$ cat config.mk
export PLATFORM = sky130hd
export DESIGN_NAME = player_motion
export DESIGN_NICKNAME = d
export VERILOG_FILES = /design/src/rtl/game_pkg.sv /design/src/rtl/player_motion.sv
export SDC_FILE = /design/constraint.sdc
export NUM_CORES = 1
export LEC_CHECK = 0
export BUFFER_PORTS_ARGS = -buffer_cell sky130_fd_sc_hd__buf_4
export CELL_PAD_IN_SITES_DETAIL_PLACEMENT = 0
export CELL_PAD_IN_SITES_GLOBAL_PLACEMENT = 1
export CORE_AREA = 4 4 89 91
export CTS_CLUSTER_DIAMETER = 60
export DETAILED_ROUTE_END_ITERATION = 16
export DIE_AREA = 0 0 93 95
export PLACE_DENSITY = 0.85
export REMOVE_ABC_BUFFERS = 1
export SKIP_LAST_GASP = 1
export SLEW_MARGIN = 20
export SYNTH_ARGS = -nofsm -noshare
export SYNTH_HDL_FRONTEND = slang
export SYNTH_SLANG_ARGS = --single-unit
$ cat constraint.sdc
create_clock -name clk -period 6.28 [get_ports clk]
set_clock_uncertainty 0.05 [all_clocks]
set_input_delay 0.628 -clock clk [delete_from_list [all_inputs] [get_ports clk]]
set_output_delay 0.628 -clock clk [all_outputs]
set_load 0.1 [all_outputs]
$ cat src/rtl/game_pkg.sv
// Shared motion states and screen geometry for the sprite pipeline.
package game_pkg;

   typedef enum logic [1:0] {
      ST_GROUND = 2'd0,
      ST_RISE   = 2'd1,
      ST_FALL   = 2'd2
   } motion_state_t;

   localparam int HOR_PIXELS  = 800;
   localparam int VER_PIXELS  = 600;
   localparam int SPRITE_SIZE = 64;

endpackage

$ cat src/rtl/player_motion.sv
// Held direction/jump keys to sprite top-left coordinates, stepped once per frame_tick.
// Registered outputs change one clk after a tick and hold otherwise; no backpressure.
module player_motion
   import game_pkg::*;
#(
   parameter int CW        = 12,
   parameter int X_MIN     = 0,
   parameter int X_MAX     = HOR_PIXELS - SPRITE_SIZE,
   parameter int X_INIT    = (HOR_PIXELS - SPRITE_SIZE) / 2,
   parameter int Y_FLOOR   = VER_PIXELS - SPRITE_SIZE,
   parameter int WALK_STEP = 2,
   parameter int JUMP_V0   = 12,
   parameter int GRAVITY   = 1,
   parameter int V_MAX     = 12
)(
   input  logic          clk,
   input  logic          rst,
   input  logic          frame_tick,
   input  logic          key_left,
   input  logic          key_right,
   input  logic          key_jump,
   output logic [CW-1:0] xpos,
   output logic [CW-1:0] ypos,
   output logic          facing_left,
   output logic          in_air,
   output logic [1:0]    state
);

   localparam int VW = $clog2(((JUMP_V0 > V_MAX) ? JUMP_V0 : V_MAX) + 1) + 1;

   localparam logic signed [CW:0] WALK_S  = (CW+1)'(WALK_STEP);
   localparam logic signed [CW:0] XMIN_S  = (CW+1)'(X_MIN);
   localparam logic signed [CW:0] XMAX_S  = (CW+1)'(X_MAX);
   localparam logic signed [CW:0] FLOOR_S = (CW+1)'(Y_FLOOR);
   localparam logic signed [CW:0] GRAV_S  = (CW+1)'(GRAVITY);
   localparam logic signed [CW:0] VMAX_S  = (CW+1)'(V_MAX);
   localparam logic [CW-1:0]      XMIN_C  = CW'(X_MIN);
   localparam logic [CW-1:0]      XMAX_C  = CW'(X_MAX);
   localparam logic [CW-1:0]      XINIT_C = CW'(X_INIT);
   localparam logic [CW-1:0]      FLOOR_C = CW'(Y_FLOOR);
   localparam logic [VW-1:0]      V0_C    = VW'(JUMP_V0);

   motion_state_t  state_q;
   logic [CW-1:0]  xpos_q, ypos_q;
   logic [VW-1:0]  vy_q;
   logic           facing_q, in_air_q;
   logic           key_jump_q, jump_req, jump_edge;

   // All candidate sums carry an extra sign bit so saturation never sees a wrapped value.
   logic signed [CW:0] x_s, x_left, x_right;
   logic signed [CW:0] y_s, vy_s, rise_y, rise_vy, fall_vy_raw, fall_vy, fall_y;

   assign x_s         = $signed({1'b0, xpos_q});
   assign x_left      = x_s - WALK_S;
   assign x_right     = x_s + WALK_S;
   assign y_s         = $signed({1'b0, ypos_q});
   assign vy_s        = $signed({{(CW+1-VW){1'b0}}, vy_q});
   assign rise_y      = y_s - vy_s;
   assign rise_vy     = vy_s - GRAV_S;
   assign fall_vy_raw = vy_s + GRAV_S;
   assign fall_vy     = (fall_vy_raw > VMAX_S) ? VMAX_S : fall_vy_raw;
   assign fall_y      = y_s + fall_vy;

   assign jump_edge   = key_jump & ~key_jump_q;

   always_ff @(posedge clk) begin
      if (rst) begin
         state_q    <= ST_GROUND;
         xpos_q     <= XINIT_C;
         ypos_q     <= FLOOR_C;
         vy_q       <= '0;
         facing_q   <= 1'b0;
         in_air_q   <= 1'b0;
         key_jump_q <= 1'b0;
         jump_req   <= 1'b0;
      end else begin
         key_jump_q <= key_jump;
         if (frame_tick)
            jump_req <= 1'b0;
         else if (jump_edge)
            jump_req <= 1'b1;

         if (frame_tick) begin
            if (key_left && !key_right) begin
               xpos_q   <= (x_left < XMIN_S) ? XMIN_C : x_left[CW-1:0];
               facing_q <= 1'b1;
            end else if (key_right && !key_left) begin
               xpos_q   <= (x_right > XMAX_S) ? XMAX_C : x_right[CW-1:0];
               facing_q <= 1'b0;
            end

            case (state_q)
               ST_GROUND: begin
                  // An edge arriving with the tick itself is taken here, not lost.
                  if (jump_req || jump_edge) begin
                     state_q  <= ST_RISE;
                     vy_q     <= V0_C;
                     in_air_q <= 1'b1;
                  end else begin
                     ypos_q <= FLOOR_C;
                  end
               end
               ST_RISE: begin
                  ypos_q <= rise_y[CW] ? '0 : rise_y[CW-1:0];
                  if (rise_vy[CW] || (rise_vy == '0)) begin
                     state_q <= ST_FALL;
                     vy_q    <= '0;
                  end else begin
                     vy_q <= rise_vy[VW-1:0];
                  end
               end
               ST_FALL: begin
                  if (fall_y >= FLOOR_S) begin
                     state_q  <= ST_GROUND;
                     ypos_q   <= FLOOR_C;
                     vy_q     <= '0;
                     in_air_q <= 1'b0;
                  end else begin
                     ypos_q <= fall_y[CW-1:0];
                     vy_q   <= fall_vy[VW-1:0];
                  end
               end
               default: begin
                  state_q  <= ST_GROUND;
                  ypos_q   <= FLOOR_C;
                  vy_q     <= '0;
                  in_air_q <= 1'b0;
               end
            endcase
         end
      end
   end

   assign xpos        = xpos_q;
   assign ypos        = ypos_q;
   assign facing_left = facing_q;
   assign in_air      = in_air_q;
   assign state       = state_q;

endmodule

==> results.tsv, run 1 <==
stage	metric	value	unit
clocking	ctsHoldBuffers	0	
die	core_area	0.00714	sq mm
drt	drc	0	
worst_setup_path	crit_type	reg -> reg	
sta	max_slew_margin	0.444	
synthesis	synthCells	439	
worst_setup_path	startpoint_type	flip-flop	
clocking	cts_tree	built	
sta	timing.final.hold_violations	0	
sta	period_share	0.634	
clocking	postCtsSetupRepairBufs	0	
die	pin_count	34	
cells_and_area	instances_no_fill	555	
worst_hold_path	hp-class	reg -> reg	
die	die_h	95	microns
synthesis	syn_area	0.00335	sq mm
flow_run	cap_violations	0	
sta	finalSetupTns	0	ns
placement	dp_worst_setup_slack	2.40	ns
synthesis	ys_types	71	
worst_setup_path	critPathLaunch	vy_q[0]$_SDFFE_PP0P_	
drt	avgViaCountPerCell	6.22	
sta	whs	0.412	ns
synthesis	yosysWarnings	0	
clocking	clk_pin_slew	0.08	ns
cells_and_area	nNetsFinal	485	
clocking	cts_num_sinks	34	
clocking	clockBufferDepth	2	
sta	rsz0062_at_grt	false	
worst_setup_path	arrival	4.09	ns
global_route	antenna_found_initial	0	
worst_setup_path	critPathRequiredTime	6.40	ns
drt	ant_nets	0	
synthesis	async_flop_share	0	
cells_and_area	layout-drive-gt1-share	0.143	
drt	wirelength	9520	microns
global_route	grt_pass1_vias	3145	
die	rows	31	
die	dieArea	0.00884	sq mm
placement	gp_congestion	0.846	
worst_setup_path	worstReg2RegStart	vy_q[0]$_SDFFE_PP0P_	
sta	period_minus_slack	3.98	ns
sta	setup_ws	2.30	ns
pwr	power.density	333	mW/mm^2
drt	drtIter0Drc	179	
global_route	grt.overflow.total	0	
drt	wl_per_cell	17.2	microns
synthesis	synth_seq_cells	34	
worst_hold_path	hp-start	facing_left$_SDFFE_PP0P_	
die	start_util	0.470	
clocking	htreeDepth	2	
global_route	grt_max_degree	20	
global_route	grt_pass1_wl	15900	microns
global_route	grtUsageTotal	0.225	
drt	firstDrtPassIters	4	
drt	num_vias	3450	
clocking	cts_root_buf	clkbuf_8	
synthesis	synth_edf_count	0	
pwr	p_leak	1.42	nW
placement	port_buffers	32	
sta	tightest_slew	0.831	ns
worst_setup_path	critPathMaxFanout	11	
sta	maxSlewViolCount	0	
placement	hpwl	7130	microns
clocking	postCtsResizedCells	0	
clocking	clk_latency	0.30	ns
outcome	status	completed	
worst_setup_path	cp-end-kind	flip-flop	
sta	fmax	0.251	GHz
synthesis	synth_seq_area_share	0.203	
synthesis	syn_avg_cell_area	7.64	sq um
pwr	peakVddDrop	0.000150	V
synthesis	synth-main-ff-cell	dfxtp_1	
sta	setup_viol	0	
cells_and_area	antenna_cells	0	
cells_and_area	area_growth	10.0	%
pwr	fin_total_pwr	0.00123	W
clocking	numCtsBuffers	5	
die	die_x	93	microns
placement	dpl.cell_count	547	
==> logic make-up after synthesis <==
family	count (synthesis)	synth area share
DFF	34	0.203
buffers and inverters	55	0.0791
muxes	5	0.0157
and+or+nand+nor	151	0.233
adders and majority gates	24	0.0941
AOI/OAI and AO/OA	155	0.337
other	1	0.00112
xor gates and xnor gates	14	0.0366
==> cell usage in the layout, fill, tap and decap left out, types with 6 or more instances in the layout <==
cell type,count
a211oi_1,7
nor2_1,31
ha_1,22
buf_4,33
o211ai_1,12
nor3_1,17
a31oi_1,6
xnor2_1,6
dfxtp_1,34
a21oi_1,38
nand3_1,17
xor2_1,8
o21ai_0,22
a221oi_1,7
nor3b_1,6
nand2_1,38
inv_1,29
==> sequential cells by signal (all words and copies together) (netlist names) <==
register and flops:
ypos 12, xpos 11, vy_q 5, state 2, facing_left 1, in_air 1, jump_req 1, key_jump_q 1
==> per-layer routing <==
| metal | vias up | share of wire | track usage |
|---|---|---|---|
| li1 | 1678 | - | - |
| met1 | 1651 | 0.48 | 0.322 |
| met2 | 106 | 0.44 | 0.343 |
| met3 | 15 | 0.060 | 0.0414 |
| met4 | 0 | 0.023 | 0.0720 |
| met5 | - | 0 | 0 |
==> critical path, cell delays in order (launching register included) <==
cell and delay, ns:
dfxtp_1 0.56, ha_1 0.23, nand2_1 0.11, a211oi_1 0.24
o22ai_1 0.13, and2_1 0.18, ha_1 0.20, fa_1 0.41
a21o_2 0.24, a221oi_2 0.46, nor2_1 0.12, o221ai_2 0.30
o21ai_4 0.16, o211ai_2 0.33, o211ai_1 0.14
==> synth_stat cells (4+ instances only) <==
master,count,area [sq um]
a21oi_1,38,190
nand2_1,38,143
dfxtp_1,34,681
nor2_1,31,116
inv_1,29,109
ha_1,22,275
o21ai_0,22,110
nor3_1,18,90.1
nand3_1,17,85.1
o211ai_1,12,90.1
clkbuf_1,10,37.5
buf_2,8,40.0
xor2_1,8,70.1
a211oi_1,7,52.6
a221oi_1,7,61.3
a31oi_1,6,37.5
nor3b_1,6,45.0
xnor2_1,6,52.6
a21o_1,5,37.5
and3_1,5,31.3
nor4_1,5,31.3
o21ai_1,5,25.0
o221ai_1,5,43.8
o22ai_1,5,31.3
and2_1,4,25.0
nor2b_1,4,25.0
o21a_1,4,30.0
==> area by class of cell <==
| type | instances | area, sq um |
|---|---|---|
| fillers | 737 | 3450 |
| flip-flops and latches | 34 | 681 |
| repair buffers | 33 | 248 |
| clock inverters | 3 | 40.0 |
| multi-input cells | 352 | 2420 |
| clock buffers | 5 | 68.8 |
| inverters | 29 | 109 |
| well taps | 99 | 124 |
==> worst paths after layout <==
kind                                   end  slack [ns]  cells past startpoint
hold reg to reg   facing_left$_SDFFE_PP0P_        0.41                      2
setup reg to reg      ypos[8]$_SDFFE_PP0P_        2.30                     14
hold / removal    facing_left$_SDFFE_PP0P_        0.41                      2
setup / recovery      ypos[8]$_SDFFE_PP0P_        2.30                     14
==> report_power, final <==
part / switching, W / leakage, nW / internal (W) / total, W
clock: 0.0000925 / 0.0579 / 0.000117 / 0.000210
sequential: 0.0000552 / 0.277 / 0.000245 / 0.000300
combinational: 0.000498 / 1.08 / 0.000222 / 0.000720
total: 0.000645 / 1.42 / 0.000584 / 0.00123
==> stage by stage <==
stage                     utilization  instance area, sq um
after floorplan                     -                  3200
after global placement          0.501                  3570
after detailed placement        0.501                  3570
after CTS                       0.516                  3680
after global routing            0.517                  3690
final                           0.517                  3690
Note: power is estimated with default switching activity, not from simulation.
==> inputs of run 2 (changes only) <==
Settings changed: ABC_AREA set to 1, CORE_AREA 4 4 89 91 to 4 4 92 94, DIE_AREA 0 0 93 95 to 0 0 96 98, PLACE_DENSITY 0.85 to 0.8.
Clock period 6.28 ns to 4 ns, I/O delays scaled along.
==> results.tsv, run 2 <==
stage	metric	value	unit	change
clocking	postCtsResizedCells	0		unchanged
die	start_util	0.410		was 0.470
clocking	postCtsSetupRepairBufs	0		unchanged
die	rows	32		was 31
synthesis	ys_top_cells_by_count	147 x nand2_1, 67 x inv_1, 45 x nor2_1		was 38 x a21oi_1, 38 x nand2_1, 34 x dfxtp_1
cells_and_area	area_growth	11.9	%	was 10.0%
clocking	numCtsBuffers	5		unchanged
clocking	htreeDepth	2		unchanged
cells_and_area	antenna_cells	0		unchanged
sta	timing.final.hold_violations	0		unchanged
global_route	grtUsageTotal	0.176		was 0.225
clocking	cts_tree	built		unchanged
drt	wirelength	7930	microns	was 9520 microns
synthesis	yosysTopAreaCellShare	0.217		was 0.203
pwr	p_leak	1.71	nW	was 1.42 nW
synthesis	ys_types	38		was 71
worst_setup_path	critPathRequiredTime	4.16	ns	was 6.40 ns
synthesis	yosysTopAreaCell	dfxtp_1		unchanged
worst_hold_path	hp-class	in -> reg		was reg -> reg
sta	setup_viol	0		unchanged
synthesis	synthMostInstantiatedCell	nand2_1		
drt	wl_per_cell	12.5	microns	was 17.2 microns
global_route	grt.overflow.total	0		unchanged
die	pin_count	34		unchanged
sta	maxSlewViolCount	0		unchanged
clocking	clk_latency	0.29	ns	was 0.30 ns
worst_setup_path	critPathMaxFanout	16		was 11
sta	finalSetupTns	0	ns	unchanged
global_route	antenna_found_initial	0		unchanged
placement	port_buffers	32		unchanged
global_route	grt_pass1_wl	13600	microns	was 15900 microns
drt	drc	0		unchanged
global_route	grt_max_degree	25		was 20
outcome	status	completed		unchanged
drt	ant_nets	0		unchanged
synthesis	synth_seq_cells	34		unchanged
pwr	peakVddDrop	0.000200	V	was 0.000150 V
synthesis	synth_seq_area_share	0.217		was 0.203
cells_and_area	largest_register_ffs	12		unchanged
drt	avgViaCountPerCell	4.98		was 6.22
clocking	cts_root_buf	clkbuf_8		unchanged
sta	period_share	0.891		was 0.634
synthesis	async_flop_share	0		unchanged
synthesis	syn_area	0.00313	sq mm	was 0.00335 sq mm
clocking	cts_num_sinks	34		unchanged
synthesis	yosysWarnings	0		unchanged
die	core_area	0.00765	sq mm	was 0.00714 sq mm
worst_setup_path	arrival	3.73	ns	was 4.09 ns
clocking	clk_pin_slew	0.07	ns	was 0.08 ns
synthesis	synth_edf_count	0		unchanged
cells_and_area	layout-drive-gt1-share	0.115		was 0.143
placement	hpwl	5980	microns	was 7130 microns
clocking	ctsHoldBuffers	0		unchanged
placement	gp_congestion	0.817		was 0.846
synthesis	synthCells	506		was 439
sta	fmax	0.280	GHz	was 0.251 GHz
sta	max_slew_margin	0.433		was 0.444
drt	drtIter0Drc	104		was 179
cells_and_area	utilization	0.458		was 0.517
synthesis	synth-main-ff-cell	dfxtp_1		unchanged
drt	firstDrtPassIters	5		was 4
clocking	clockBufferDepth	2		unchanged
worst_setup_path	crit_type	reg -> reg		unchanged
flow_run	cap_violations	0		unchanged
cells_and_area	final_common_cell	nand2_1		
worst_setup_path	cp-end-kind	flip-flop		unchanged
cells_and_area	nNetsFinal	561		was 485
sta	period_minus_slack	3.57	ns	was 3.98 ns
die	die_x	96	microns	was 93 microns
worst_setup_path	startpoint_type	flip-flop		unchanged
drt	num_vias	3160		was 3450
sta	tightest_slew	0.847	ns	was 0.831 ns
pwr	power.density	350	mW/mm^2	was 333 mW/mm^2
synthesis	yosys-top-cells-area	dfxtp_1 22%, nand2_1 18%, ha_1 8.8%		was dfxtp_1 20%, ha_1 8.2%, a21oi_1 5.7%
cells_and_area	finish.instance_area	0.00351	sq mm	was 0.00369 sq mm
sta	rsz0062_at_grt	false		unchanged
global_route	grt_pass1_vias	2932		was 3145
die	die_h	98	microns	was 95 microns
synthesis	syn_avg_cell_area	6.19	sq um	was 7.64 sq um
cells_and_area	layout.cells.most_common_list	147 x nand2_1, 67 x inv_1, 45 x nor2_1		was 38 x nand2_1, 38 x a21oi_1, 34 x dfxtp_1
die	dieArea	0.00941	sq mm	was 0.00884 sq mm
placement	placed_area	0.00341	sq mm	was 0.00357 sq mm
## run 2: cell types whose count changed after synthesis, moves of 6 or more
cell	before	now
nand3_2	0	7
xor2_1	8	22
nor3b_1	6	0
nor2_1	31	45
inv_1	29	67
nand3_1	17	40
a211oi_1	7	1
a221oi_1	7	0
o211ai_1	12	3
nor3_1	18	11
nand2_1	38	147
## run 2: routing by layer
layer | global-route usage | up-vias | part of all wire
met5 | 0 | - | 0
met4 | 0.0361 | 0 | 0.011
met3 | 0.0293 | 9 | 0.038
met2 | 0.277 | 78 | 0.45
met1 | 0.250 | 1415 | 0.50
li1 | - | 1658 | -
## run 2: logic make-up (layout without fill, tap and decap cells)
logic type / count (synthesis) / after routing / share of synthesized area
other: 1 / 3 / 0.00120
flip-flops: 34 / 34 / 0.217
XOR/XNOR: 24 / 24 / 0.0671
AND/OR/NAND/NOR: 272 / 272 / 0.385
buffers and inverters: 86 / 110 / 0.115
adder cells (fa/ha/maj): 24 / 24 / 0.101
AO/OA/AOI/OAI: 65 / 65 / 0.114
## run 2: layout make-up
type	count	area, sq um
clock inverters	1	5.00
repair buffers	33	248
multi-input cells	388	2100
flip-flops and latches	34	681
inverters	69	259
clock buffers	7	86.3
fillers	823	4140
well taps	102	128
## run 2: worst paths after layout
| kind | from | end | slack (ns) | cells past startpoint |
|---|---|---|---|---|
| max reg2reg | vy_q[0]$_SDFFE_PP0P_ | state[1]$_SDFFE_PP0P_ | 0.43 | 20 |
| max | vy_q[0]$_SDFFE_PP0P_ | state[1]$_SDFFE_PP0P_ | 0.43 | 20 |
| min reg2reg | vy_q[4]$_SDFFE_PP0P_ | vy_q[4]$_SDFFE_PP0P_ | 0.44 | 2 |
| min | frame_tick | jump_req$_SDFFE_PP0P_ | 0.25 | 2 |
## run 2: through the flow
stage          worst slack [ns]  hold slack, ns  instances  total power [W]
3_3_place_gp              0.496           0.424        626         0.000955
5_1_grt                  0.0155           0.240        634          0.00131
4_1_cts                   0.422           0.234        634          0.00124
3_5_place_dp              0.447           0.427        626         0.000955
2_1_floorplan             0.792           0.403        491         0.000832
6_report                  0.434           0.246        634          0.00123
## run 2: worst max-delay path: stages, from the launching register on
cell     delay [ns]
dfxtp_1        0.48
ha_1           0.23
xor2_1         0.18
inv_1          0.06
o31ai_1        0.32
nor2_1         0.12
ha_1           0.25
fa_1           0.42
nand3_1        0.12
nand3_1        0.12
nand2_1        0.10
nand2_1        0.07
nand2_2        0.07
o21ai_0        0.08
nor2_1         0.10
nand2_1        0.09
nand2_4        0.19
nand2_1        0.10
nand3_1        0.14
nand2_1        0.07
a21oi_1        0.12
## run 2: where the power goes
group,internal [W],switching [W],total (W)
registers,0.000363,0.0000366,0.000399
clock network,0.000139,0.000137,0.000277
logic,0.000150,0.000400,0.000550
total,0.000652,0.000573,0.00123
==> inputs of run 3 (changes only) <==
Settings changed: CTS_BUF_LIST set to sky130_fd_sc_hd__clkbuf_4 sky130_fd_sc_hd__clkbuf_8 sky130_fd_sc_hd__clkbuf_16, PLACE_DENSITY 0.8 to 0.82.
==> results.tsv, run 3 (same netlist as run 2, synthesis figures left out) <==
stage	metric	value	unit	change
worst_setup_path	crit_top_cell	nand2_1		unchanged
die	core_area	0.00765	sq mm	unchanged
drt	wirelength	7850	microns	was 7930 microns
drt	drtIter0Drc	150		was 104
worst_setup_path	cp-end-kind	flip-flop		unchanged
flow_run	cap_violations	0		unchanged
worst_setup_path	max_stage_delay	0.42	ns	was 0.48 ns
clocking	cts_tree	built		unchanged
outcome	status	completed		unchanged
sta	max_slew_margin	0.446		was 0.433
sta	period_minus_slack	3.51	ns	was 3.57 ns
die	die_h	98	microns	unchanged
cells_and_area	layout.cells.most_common_list	147 x nand2_1, 67 x inv_1, 45 x nor2_1		unchanged
sta	timing.final.hold_violations	0		unchanged
die	pin_count	34		unchanged
sta	rsz0062_at_grt	false		unchanged
sta	setup_viol	0		unchanged
worst_setup_path	crit_type	reg -> reg		unchanged
worst_setup_path	critPathRequiredTime	4.14	ns	was 4.16 ns
placement	dpl.cell_count	626		unchanged
clocking	clockBufferDepth	2		unchanged
cells_and_area	area_growth	12.8	%	was 11.9%
sta	setup_ws	0.494	ns	was 0.434 ns
drt	firstDrtPassIters	4		was 5
die	rows	32		unchanged
worst_setup_path	arrival	3.65	ns	was 3.73 ns
cells_and_area	utilization	0.462		was 0.458
pwr	fin_total_pwr	0.00128	W	was 0.00123 W
pwr	peakVddDrop	0.000277	V	was 0.000200 V
clocking	numCtsBuffers	5		unchanged
global_route	antenna_found_initial	0		unchanged
drt	avgViaCountPerCell	4.92		was 4.98
cells_and_area	layout-drive-gt1-share	0.119		was 0.115
worst_setup_path	critPathMaxFanout	16		unchanged
pwr	power.density	363	mW/mm^2	was 350 mW/mm^2
sta	finalSetupTns	0	ns	unchanged
die	start_util	0.410		unchanged
sta	tightest_slew	0.829	ns	was 0.847 ns
placement	hpwl	6070	microns	was 5980 microns
global_route	grt_max_degree	25		unchanged
placement	gp_congestion	0.891		was 0.817
clocking	clk_latency	0.29	ns	about the same
placement	port_buffers	32		unchanged
cells_and_area	largest_register_ffs	12		unchanged
worst_setup_path	crit_path_top_delay_cell	fa_1		was dfxtp_1
global_route	grtUsageTotal	0.173		was 0.176
clocking	cts_root_buf	clkbuf_8		unchanged
sta	period_share	0.877		was 0.891
sta	fmax	0.285	GHz	was 0.280 GHz
worst_setup_path	startpoint_type	flip-flop		unchanged
clocking	postCtsSetupRepairBufs	0		unchanged
die	dieArea	0.00941	sq mm	unchanged
cells_and_area	nNetsFinal	561		unchanged
worst_hold_path	hp-class	in -> reg		unchanged
global_route	grt.overflow.total	0		unchanged
pwr	p_leak	1.73	nW	was 1.71 nW
clocking	htreeDepth	2		unchanged
drt	num_vias	3117		was 3160
global_route	grt_pass1_vias	2992		was 2932
sta	maxSlewViolCount	0		unchanged
cells_and_area	final_common_cell	nand2_1		unchanged
clocking	clk_pin_slew	0.08	ns	was 0.07 ns
drt	drc	0		unchanged
drt	wl_per_cell	12.4	microns	was 12.5 microns
clocking	cts_num_sinks	34		unchanged
placement	dp_worst_setup_slack	0.370	ns	was 0.447 ns
global_route	grt_pass1_wl	13500	microns	was 13600 microns
drt	ant_nets	0		unchanged
cells_and_area	antenna_cells	0		unchanged
cells_and_area	instances_no_fill	633		was 634
die	die_x	96	microns	unchanged
[run 3: cell count changes in the layout (fill, tap and decap cells not counted)]
cell	delta
bufinv_16	+1
o31ai_1	-1
clkbuf_1	-1
dfxtp_2	+1
clkinv_2	-1
o31ai_2	+1
dfxtp_1	-1
[run 3: cell type report]
class / instances / area, sq um
timing repair buffer: 33 / 248
sequential: 34 / 682
clock inverter: 1 / 30.0
clock buffer: 6 / 82.6
inverter: 69 / 259
multi-input combinational: 388 / 2100
tap: 102 / 128
fill: 827 / 4110
[run 3: through the flow]
step | hold WS (ns) | cell area, sq um
after floorplan | 0.403 | 3040
after global placement | 0.425 | 3410
after detailed placement | 0.427 | 3410
after CTS | 0.229 | 3530
after global routing | 0.236 | 3530
final | 0.241 | 3530
[run 3: path summary, 6_finish.rpt]
kind	endpoint	slack (ns)	start	cells after the start
setup / recovery	in_air$_SDFFE_PP0P_	0.49	vy_q[1]$_SDFFE_PP0P_	26
hold / removal	jump_req$_SDFFE_PP0P_	0.24	frame_tick	2
setup reg to reg	in_air$_SDFFE_PP0P_	0.49	vy_q[1]$_SDFFE_PP0P_	26
hold reg to reg	vy_q[4]$_SDFFE_PP0P_	0.44	vy_q[4]$_SDFFE_PP0P_	2
[run 3: per-layer routing]
metal / GRT usage / share of wire
met5: 0 / 0
met4: 0.0438 / 0.012
met3: 0.0308 / 0.033
met2: 0.280 / 0.45
met1: 0.236 / 0.50
[run 3: repair_timing]
item,in CTS,in global routing
hold endpoints to repair,0,0
gates resized for setup,0,2
hold buffers,0,0
endpoints found under the setup margin,0,6
[run 3: critical path, delay by kind of cell, from the launching register on]
family | cells | cell delay, ns
AND/OR/NAND/NOR | 18 | 1.73
buffers and inverters | 3 | 0.18
AO/OA/AOI/OAI | 2 | 0.18
adder cells (fa/ha/maj) | 3 | 0.87
flip-flops | 1 | 0.40
[run 3: report_power, final]
group / switching [W] / internal [W] / total [W]
Combinational: 0.000401 / 0.000150 / 0.000551
Sequential: 0.0000365 / 0.000363 / 0.000400
Clock: 0.000133 / 0.000199 / 0.000332
